<file path="config.mk">
export PLATFORM = sky130hd
export DESIGN_NAME = keypad_scanner
export DESIGN_NICKNAME = d
export VERILOG_FILES = /design/src/rtl/keypad_pkg.sv /design/src/rtl/keypad_scanner_col_sync.sv /design/src/rtl/keypad_scanner.sv
export SDC_FILE = /design/constraint.sdc
export NUM_CORES = 1
export LEC_CHECK = 0
export CAP_MARGIN = 20
export CORE_UTILIZATION = 40
export DETAILED_ROUTE_END_ITERATION = 8
export SLEW_MARGIN = 10
export SYNTH_ARGS = -nofsm -noshare
export SYNTH_HDL_FRONTEND = slang
export SYNTH_SLANG_ARGS = --single-unit
</file>
<file path="constraint.sdc">
create_clock -name clk -period 2.5 [get_ports clk]
set_input_delay 0.5 -clock clk [delete_from_list [all_inputs] [get_ports clk]]
set_output_delay 0.5 -clock clk [all_outputs]
set_load 0.005 [all_outputs]
</file>
<file path="src/rtl/keypad_pkg.sv">
// Shared types and helpers for the 4x4 matrix keypad scanner.
// Row/column codes, FSM states and the key map live here.
package keypad_pkg;

  typedef enum logic [1:0] {
    SCAN,
    DEBOUNCE,
    WAIT_RELEASE,
    RELEASE_DEBOUNCE
  } state_t;

  localparam logic [3:0] ROW_RESET = 4'b1110;
  localparam logic [3:0] COL_IDLE  = 4'b1111;

  function automatic logic [3:0] row_onecold(
    input logic [1:0] r
  );
    return ~(4'b0001 << r);
  endfunction

  function automatic logic one_low(
    input logic [3:0] p
  );
    logic ok;
    case (p)
      4'b1110, 4'b1101,
      4'b1011, 4'b0111: ok = 1'b1;
      default:          ok = 1'b0;
    endcase
    return ok;
  endfunction

  function automatic logic [1:0] col_of(
    input logic [3:0] p
  );
    logic [1:0] c;
    case (p)
      4'b1101: c = 2'd1;
      4'b1011: c = 2'd2;
      4'b0111: c = 2'd3;
      default: c = 2'd0;
    endcase
    return c;
  endfunction

  // Row 3 carries '*' as E and '#' as F.
  function automatic logic [3:0] key_code(
    input logic [1:0] row,
    input logic [1:0] col
  );
    logic [3:0] k;
    case ({row, col})
      4'h0: k = 4'h1;
      4'h1: k = 4'h2;
      4'h2: k = 4'h3;
      4'h3: k = 4'hA;
      4'h4: k = 4'h4;
      4'h5: k = 4'h5;
      4'h6: k = 4'h6;
      4'h7: k = 4'hB;
      4'h8: k = 4'h7;
      4'h9: k = 4'h8;
      4'hA: k = 4'h9;
      4'hB: k = 4'hC;
      4'hC: k = 4'hE;
      4'hD: k = 4'h0;
      4'hE: k = 4'hF;
      default: k = 4'hD;
    endcase
    return k;
  endfunction

endpackage

</file>
<file path="src/rtl/keypad_scanner_col_sync.sv">
// Two-flop synchroniser for the asynchronous column returns.
// Resets to the idle (all released) pattern.
module keypad_scanner_col_sync
  import keypad_pkg::*;
(
  input  logic       clk,
  input  logic       reset,
  input  logic [3:0] d,
  output logic [3:0] q
);

  logic [3:0] meta;

  always_ff @(posedge clk or negedge reset) begin
    if (!reset) begin
      meta <= COL_IDLE;
      q    <= COL_IDLE;
    end else begin
      meta <= d;
      q    <= meta;
    end
  end

endmodule

</file>
<file path="src/rtl/keypad_scanner.sv">
// 4x4 keypad scanner: row scan, debounce, ghost rejection and
// key encoding into a single-cycle key_valid strobe.
module keypad_scanner
  import keypad_pkg::*;
#(
  parameter int SCAN_DIV     = 16,
  parameter int DEBOUNCE_CNT = 1000
) (
  input  logic       clk,
  input  logic       reset,
  input  logic [3:0] col_sense,
  output logic [3:0] row_drive,
  output logic [3:0] digit,
  output logic       key_valid,
  output logic       key_held
);

  localparam int DIV_W = (SCAN_DIV > 1) ? $clog2(SCAN_DIV) : 1;
  localparam int DB_W  = $clog2(DEBOUNCE_CNT);

  localparam logic [DIV_W-1:0] DIV_LAST = DIV_W'(SCAN_DIV - 1);
  localparam logic [DB_W-1:0]  DB_LAST  = DB_W'(DEBOUNCE_CNT - 1);
  localparam logic [DB_W-1:0]  DB_ONE   = DB_W'(1);
  localparam logic [DIV_W-1:0] DIV_ONE  = DIV_W'(1);

  logic [3:0]       cs;
  state_t           state;
  logic [1:0]       row;
  logic [DIV_W-1:0] div_cnt;
  logic [DB_W-1:0]  db_cnt;
  logic [3:0]       pat;
  logic [1:0]       col;
  logic             cs_valid;

  keypad_scanner_col_sync u_sync (
    .clk   (clk),
    .reset (reset),
    .d     (col_sense),
    .q     (cs)
  );

  assign cs_valid = one_low(cs);

  always_ff @(posedge clk or negedge reset) begin
    if (!reset) begin
      state     <= SCAN;
      row       <= 2'd0;
      row_drive <= ROW_RESET;
      div_cnt   <= '0;
      db_cnt    <= '0;
      pat       <= COL_IDLE;
      col       <= 2'd0;
      digit     <= 4'h0;
      key_valid <= 1'b0;
      key_held  <= 1'b0;
    end else begin
      key_valid <= 1'b0;
      unique case (state)
        SCAN: begin
          if (div_cnt == DIV_LAST) begin
            div_cnt <= '0;
            if (cs_valid) begin
              pat    <= cs;
              col    <= col_of(cs);
              db_cnt <= '0;
              state  <= DEBOUNCE;
            end else begin
              row       <= row + 2'd1;
              row_drive <= row_onecold(row + 2'd1);
            end
          end else begin
            div_cnt <= div_cnt + DIV_ONE;
          end
        end
        DEBOUNCE: begin
          if (cs == pat) begin
            if (db_cnt == DB_LAST) begin
              digit     <= key_code(row, col);
              key_valid <= 1'b1;
              key_held  <= 1'b1;
              state     <= WAIT_RELEASE;
            end else begin
              db_cnt <= db_cnt + DB_ONE;
            end
          end else begin
            // Bounce: resume scanning from the following row.
            state     <= SCAN;
            div_cnt   <= '0;
            row       <= row + 2'd1;
            row_drive <= row_onecold(row + 2'd1);
          end
        end
        WAIT_RELEASE: begin
          if (cs == COL_IDLE) begin
            db_cnt <= '0;
            state  <= RELEASE_DEBOUNCE;
          end
        end
        RELEASE_DEBOUNCE: begin
          if (cs != COL_IDLE) begin
            state <= WAIT_RELEASE;
          end else if (db_cnt == DB_LAST) begin
            key_held  <= 1'b0;
            state     <= SCAN;
            row       <= 2'd0;
            row_drive <= ROW_RESET;
            div_cnt   <= '0;
          end else begin
            db_cnt <= db_cnt + DB_ONE;
          end
        end
      endcase
    end
  end

endmodule

</file>
==> metrics.md, run 1 <==
| Metric | Value |
|---|---|
| Post-Synth Adder-Cell Area | 6.06% |
| Global-route wire length before repair | roughly 7.3 mm |
| Largest net degree at the start of global routing | 30 |
| Critical Path Source Type | flop |
| Reg-to-Reg End | row[0] |
| Initial Utilization | 41.3% |
| Critical Path End | row[0] |
| Post-CTS resize count | 0 |
| Layout area overhead | 12.7% |
| Clock Skews | approximately 11 ps |
| Hold Buf Count CTS | 0 |
| Synth Area in Compound Gates | between 10% and 20% |
| Final #Nets | 247 |
| Slew headroom | 64.6% |
| Die extent in x | between 70 and 80 um |
| Main combinational cell family by area after synthesis | simple AND/OR/NAND/NOR gates |
| Post-synth EDFFs | 0 |
| R2R depth | 5 |
| Sequential area share after synthesis | between 40% and 50% |
| Fin crit period | 2270 ps |
| Post-synthesis mux area share | approximately a tenth |
| Setup TNS | 0 ps |
| Total congestion overflow | 0 |
| Row Count | 27 |
| Tcrit/Tclk final | between 90% and 100% |
| Routed wire length | roughly 4.2 mm |
| Io pins | 16 |
| Async SR Flop Fraction | 100% |
| Die ar. | about 0.0060 sq mm |
| CTS tree | built |
| Vias in the first global route | approximately 1500 |
| Worst Hold Class | primary input to asynchronous set/reset pin |
| Simple-gate share of the synthesized area | 18.6% |
| Max_cap viols | 0 |
| DR WL/cell | 14.0 um |
| Worst setup EP type | flop |
| RSZ-0062 raised after global routing | false |
| Worst slew pin tran | ~530 ps |
| Yosys warns | 0 |
| Clock sinks | 42 |
| Syn avg cell area | ~11 sq um |
| Final Max Slew Viols | 0 |
| Drt pass-1 iters | 4 |
| 1st-iter DRT viols | 66 |
| CTS buffer count | 5 |
| Status | finished clean |
| Final Hold Viols | 0 |
| Crit path launch | u_sync.q[3] |
| GPL Wtd Cong | approximately 0.80 |
| R2R setup slack | 230 ps |
| Synth Cell Area | 0.00227 sq mm |
| Fill cell count | 528 |
| Clk_lat worst skew | 290 ps |
| Hold slack | ~87 ps |
| Footprint of the multi-input gates | roughly 0.0011 sq mm |
| # port buffers | 15 |
| Total track usage | 15.6% |
| Layout cells sized above 1 | between 10% and 20% |
| Via/cell ratio | around 5.3 |
| Maximum fanout along the worst path | 7 |
| DP HPWL | about 3.0 mm |
| Clock Pin Slew Worst Setup and Hold Paths | 80 ps |
| Synth Area in XOR/XNOR | under 10% |
| FMAX | about 440 MHz |
| Antenna-violating nets left | 0 |
| FF-to-FF Start | u_sync.q[3] |
| H-tree level count | 2 |
| Drc violations | 0 |
| Yosys cell types | 47 |
| Core area | around 0.0055 sq mm |
| Worst IR Drop VDD | approximately 400 uV |
| Clock root cell | clkbuf_8 |
| Synth Instances | 216 |
| Required time worst endpoint | between 2000 and 3000 ps |
| Initial antenna violation count | 0 |
| Die Y | just under 80 um |
| Max Root-Sink Buffers | 2 |
| Crit Path Category | flop to flop |
| Flip-flop and latch area | approximately 0.0011 sq mm |
| Via count | 1599 |
| CP arrival | about 2400 ps |
| Syn nets | roughly 230 |
| Endpoints failing setup | 0 |
| Postcts setup bufs | 0 |
| P_leak | about 1.1 nW |
| Ys flop type | dfrtp_1 |
| Antenna fix cells | 0 |
| Flops & latches, synth | between 40 and 50 |
| Pwr/cell area | 834 mW/mm^2 |
worst min path at each step:
stage / end / cells after the start
after floorplan: col[0] / 0
after global placement: u_sync.q[3] / 0
after detailed placement: u_sync.q[3] / 0
after CTS: db_cnt[9] / 1
after global routing: db_cnt[7] / 1
final: db_cnt[9] / 1
placed cells by master (no fill, tap or decap), types with 2 or more instances in the layout:
cell / instances
o31ai_1: 2
nand2_1: 23
nor3_1: 5
dfrtp_1: 27
mux2i_1: 4
nand2b_1: 2
nor2_1: 13
a22o_1: 2
xor2_1: 6
mux2_2: 9
nor4_1: 2
o21ai_0: 18
clkdlybuf4s50_1: 14
ha_1: 11
nand4_1: 4
and3_1: 2
nand3b_1: 2
mux2_4: 5
a21oi_1: 9
nand3_1: 10
nand4b_1: 2
dfstp_2: 15
buf_4: 3
xnor2_1: 2
inv_1: 7
clkbuf_1: 2
clkbuf_8: 6
o211ai_1: 2
nor2b_1: 3
state kept, by name, indices dropped and copies added, names as in the netlist:
register and flops:
row 2, state 2, u_sync.meta 4, u_sync.q 4
key_held 1, row_drive 4, col 2, key_valid 1
div_cnt 4, digit 4, db_cnt 10, pat 4
synthesized netlist by cell type (3+ instances only):
master / n / share of area (%)
xor2_1: 6 / 2.3
nand3_1: 10 / 2.2
nor2b_1: 3 / 0.83
mux2i_1: 4 / 1.8
nand4_1: 4 / 1.1
nor2_1: 13 / 2.1
clkbuf_1: 6 / 0.99
ha_1: 11 / 6.1
o21ai_0: 18 / 4.0
a21oi_1: 9 / 2.0
inv_1: 7 / 1.2
nand2_1: 23 / 3.8
dfstp_2: 15 / 17
mux2_4: 5 / 3.3
mux2_2: 9 / 4.5
dfrtp_1: 27 / 30
nor3_1: 5 / 1.1
per-layer routing:
layer  wire length [um]  GRT usage, %  share of wire, %  up-vias
met3                153          3.76               3.6        8
met2               2020          24.3                48       28
met4                 53          4.91               1.3        0
met5                  0             0                 0        -
met1               2010          21.4                47      770
li1                   -             -                 -      793
area by class of cell:
type / instances / area share, %
inverter: 7 / 1.03
clock buffer: 8 / 3.52
tap: 72 / 3.52
multi-input combinational: 156 / 43.6
sequential: 42 / 41.8
timing repair buffer: 18 / 6.55
critical path: stages, from the launching register on:
cell and delay (ps):
dfstp_2 610, nand4_1 240, or4_4 490, a22o_4 290, nand2b_4 190, mux2_4 320
through the flow:
stage	setup slack, ps	instance area (sq um)	power [mW]	std cells	utilization [%]
2_1_floorplan	271	2270	1.51	216	-
3_3_place_gp	293	2470	1.70	295	44.9
3_5_place_dp	245	2470	1.71	295	44.9
4_1_cts	229	2560	2.16	303	46.5
5_1_grt	100	2560	2.29	303	46.5
6_report	231	2560	2.14	303	46.5
power by group:
group	switching, mW	total (mW)	internal, mW	leakage, nW
Combinational	0.323	0.683	0.359	0.550
Clock	0.219	0.444	0.225	0.0455
Sequential	0.157	1.01	0.853	0.518
cell families after synthesis:
family,after synthesis
xor gates and xnor gates,8
adders and majority gates,11
buffers and inverters,18
DFF,42
AOI/OAI and AO/OA,42
and+or+nand+nor,77
muxes,18
Power figures use the tool's default switching activity.
==> run 2, diff against run 1 <==
--- a/config.mk
+++ b/config.mk
@@ -5,7 +5,6 @@
 export SDC_FILE = /design/constraint.sdc
 export NUM_CORES = 1
 export LEC_CHECK = 0
-export CAP_MARGIN = 20
 export CORE_UTILIZATION = 40
 export DETAILED_ROUTE_END_ITERATION = 8
 export SLEW_MARGIN = 10
==> constraint.sdc (replaced) <==
create_clock -name clk -period 2.85 [get_ports clk]
set_input_delay 0.57 -clock clk [delete_from_list [all_inputs] [get_ports clk]]
set_output_delay 0.57 -clock clk [all_outputs]
set_load 0.005 [all_outputs]
==> metrics.md, run 2 (same netlist as run 1, synthesis figures left out) <==
| Metric | Value |
|---|---|
| Status | finished clean (unchanged) |
| Crit Path Category | flop to flop (unchanged) |
| Clock root cell | clkbuf_8 (unchanged) |
| DP HPWL | 2.84 mm (was 3.02 mm) |
| Required time worst endpoint | 3030 ps (was 2670 ps) |
| Final #Nets | 244 (was 247) |
| Die ar. | 0.00599 sq mm (unchanged) |
| Most frequent cells in the layout | dfrtp_1 (27), nand2_1 (23), o21ai_0 (18), dfstp_2 (15), clkdlybuf4s50_1 (14) (unchanged) |
| Endpoints failing setup | 0 (unchanged) |
| Fin crit period | 2260 ps (was 2270 ps) |
| Critical Path End | row[0] (unchanged) |
| Tcrit/Tclk final | 79.2% (was 90.8%) |
| Total congestion overflow | 0 (unchanged) |
| Clock sinks | 42 (unchanged) |
| Reg-to-Reg End | row[0] (unchanged) |
| Worst setup EP type | flop (unchanged) |
| Antenna fix cells | 0 (unchanged) |
| Initial Utilization | 41.3% (unchanged) |
| Hold Path Depth | 0 |
| Crit path launch | db_cnt[0] (was u_sync.q[3]) |
| Via count | 1560 (was 1599) |
| Most common cell after layout, fill and taps aside | dfrtp_1 (unchanged) |
| Top reg by flops | db_cnt (unchanged) |
| CTS tree | built (unchanged) |
| Initial antenna violation count | 0 (unchanged) |
| H-tree level count | 2 (unchanged) |
| Via/cell ratio | 5.20 (was 5.28) |
| Largest net degree at the start of global routing | 43 (was 30) |
| Setup TNS | 0 ps (unchanged) |
| Critical Path Source Type | flop (unchanged) |
| Post-CTS resize count | 0 (unchanged) |
| Worst IR Drop VDD | 387 uV (was 401 uV) |
| Postcts setup bufs | 0 (unchanged) |
| Clock Pin Slew Worst Setup and Hold Paths | 80 ps (about the same) |
| DR WL/cell | 13.4 um (was 14.0 um) |
| Worst Hold Class | flop to flop (was primary input to asynchronous set/reset pin) |
| Pre-CTS setup slack | 612 ps (was 245 ps) |
| Pwr/cell area | 723 mW/mm^2 (was 834 mW/mm^2) |
| GPL Wtd Cong | 0.769 (was 0.797) |
| Maximum fanout along the worst path | 6 (was 7) |
| # port buffers | 15 (unchanged) |
| Max reg flops | 10 (unchanged) |
| Final Max Slew Viols | 0 (unchanged) |
| CTS buffer count | 5 (unchanged) |
| Vias in the first global route | 1485 (was 1503) |
| Drc violations | 0 (unchanged) |
| Max_cap viols | 0 (unchanged) |
| FMAX | 443 MHz (was 441 MHz) |
| RSZ-0062 raised after global routing | false (unchanged) |
| Die Y | 77.4 um (unchanged) |
| Row Count | 27 (unchanged) |
| Global-route wire length before repair | 6.92 mm (was 7.34 mm) |
| 1st-iter DRT viols | 102 (was 66) |
| R2R depth | 6 (was 5) |
| Hold Buf Count CTS | 0 (unchanged) |
| Layout cells sized above 1 | 18.0% (was 19.5%) |
| FF-to-FF Start | db_cnt[0] (was u_sync.q[3]) |
| R2R setup slack | 590 ps (was 230 ps) |
| Die extent in x | 77.4 um (unchanged) |
| Max Root-Sink Buffers | 2 (unchanged) |
| Core area | 0.00551 sq mm (unchanged) |
| Worst slew pin tran | 895 ps (was 531 ps) |
| Pwr Total | 1.83 mW (was 2.14 mW) |
| P_leak | 1.09 nW (was 1.11 nW) |
| Antenna-violating nets left | 0 (unchanged) |
| Clk_lat worst skew | 300 ps (was 290 ps) |
| Io pins | 16 (unchanged) |
| Post-route cell area | 0.00253 sq mm (was 0.00256 sq mm) |
| Total track usage | 15.0% (was 15.6%) |
| Final Hold Viols | 0 (unchanged) |
| Hold slack | 357 ps (was 87.4 ps) |
| Worst setup margin | 591 ps (was 231 ps) |
| Routed wire length | 4.03 mm (was 4.23 mm) |
| Clock Skews | 11.8 ps (was 11.4 ps) |
| Layout area overhead | 11.3% (was 12.7%) |
| DP Area | 0.00245 sq mm (was 0.00247 sq mm) |
| Drt pass-1 iters | 4 (unchanged) |
| Slew headroom | 40.3% (was 64.6%) |
| CP arrival | 2440 ps (about the same) |
run 2: cell count changes in the layout (fill, tap and decap cells not counted):
cell | before | now
clkbuf_8 | 6 | 5
clkbuf_1 | 2 | 3
buf_4 | 3 | 0
run 2: cell type report:
class                      count  area [sq um]
tap                           72          90.1
multi-input combinational    156          1120
inverter                       7          26.3
clock buffer                   8          80.1
timing repair buffer          15           145
fill                         537          2980
sequential                    42          1070
run 2: where the power goes:
part	internal (mW)	leakage, nW	total (mW)	switching [mW]
Sequential	0.748	0.518	0.898	0.150
Combinational	0.304	0.534	0.564	0.260
Clock	0.174	0.0395	0.366	0.192
Total	1.23	1.09	1.83	0.602
run 2: layer usage:
layer / track usage, % / part of all wire (%) / vias up / routed length [um]
met2: 22.7 / 44 / 22 / 1790
met1: 20.1 / 50 / 741 / 2020
li1: - / - / 790 / -
met3: 4.00 / 3.5 / 7 / 143
met4: 6.23 / 1.8 / 0 / 72
met5: 0 / 0 / - / 0
run 2: how the worst min path moves through the flow:
| stage | start | to | slack, ps |
|---|---|---|---|
| final | u_sync.meta[0] | u_sync.q[0] | 360 |
| after global routing | u_sync.meta[0] | u_sync.q[0] | 360 |
| after CTS | u_sync.meta[3] | u_sync.q[3] | 360 |
| after detailed placement | u_sync.meta[3] | u_sync.q[3] | 350 |
| after global placement | u_sync.meta[0] | u_sync.q[0] | 350 |
| after floorplan | reset | col[0] | 270 |
run 2: worst max-delay path, stage by stage, from the launching register on:
cell and delay, ps:
dfrtp_1 400, ha_1 260, nand4_2 130, or4_4 560, a22o_4 290, nand2b_4 190, mux2_4 310
run 2: metrics by stage:
| stage | util [%] | cells |
|---|---|---|
| 2_1_floorplan | - | 216 |
| 3_3_place_gp | 44.5 | 292 |
| 3_5_place_dp | 44.5 | 292 |
| 4_1_cts | 45.9 | 300 |
| 5_1_grt | 45.9 | 300 |
| 6_report | 45.9 | 300 |
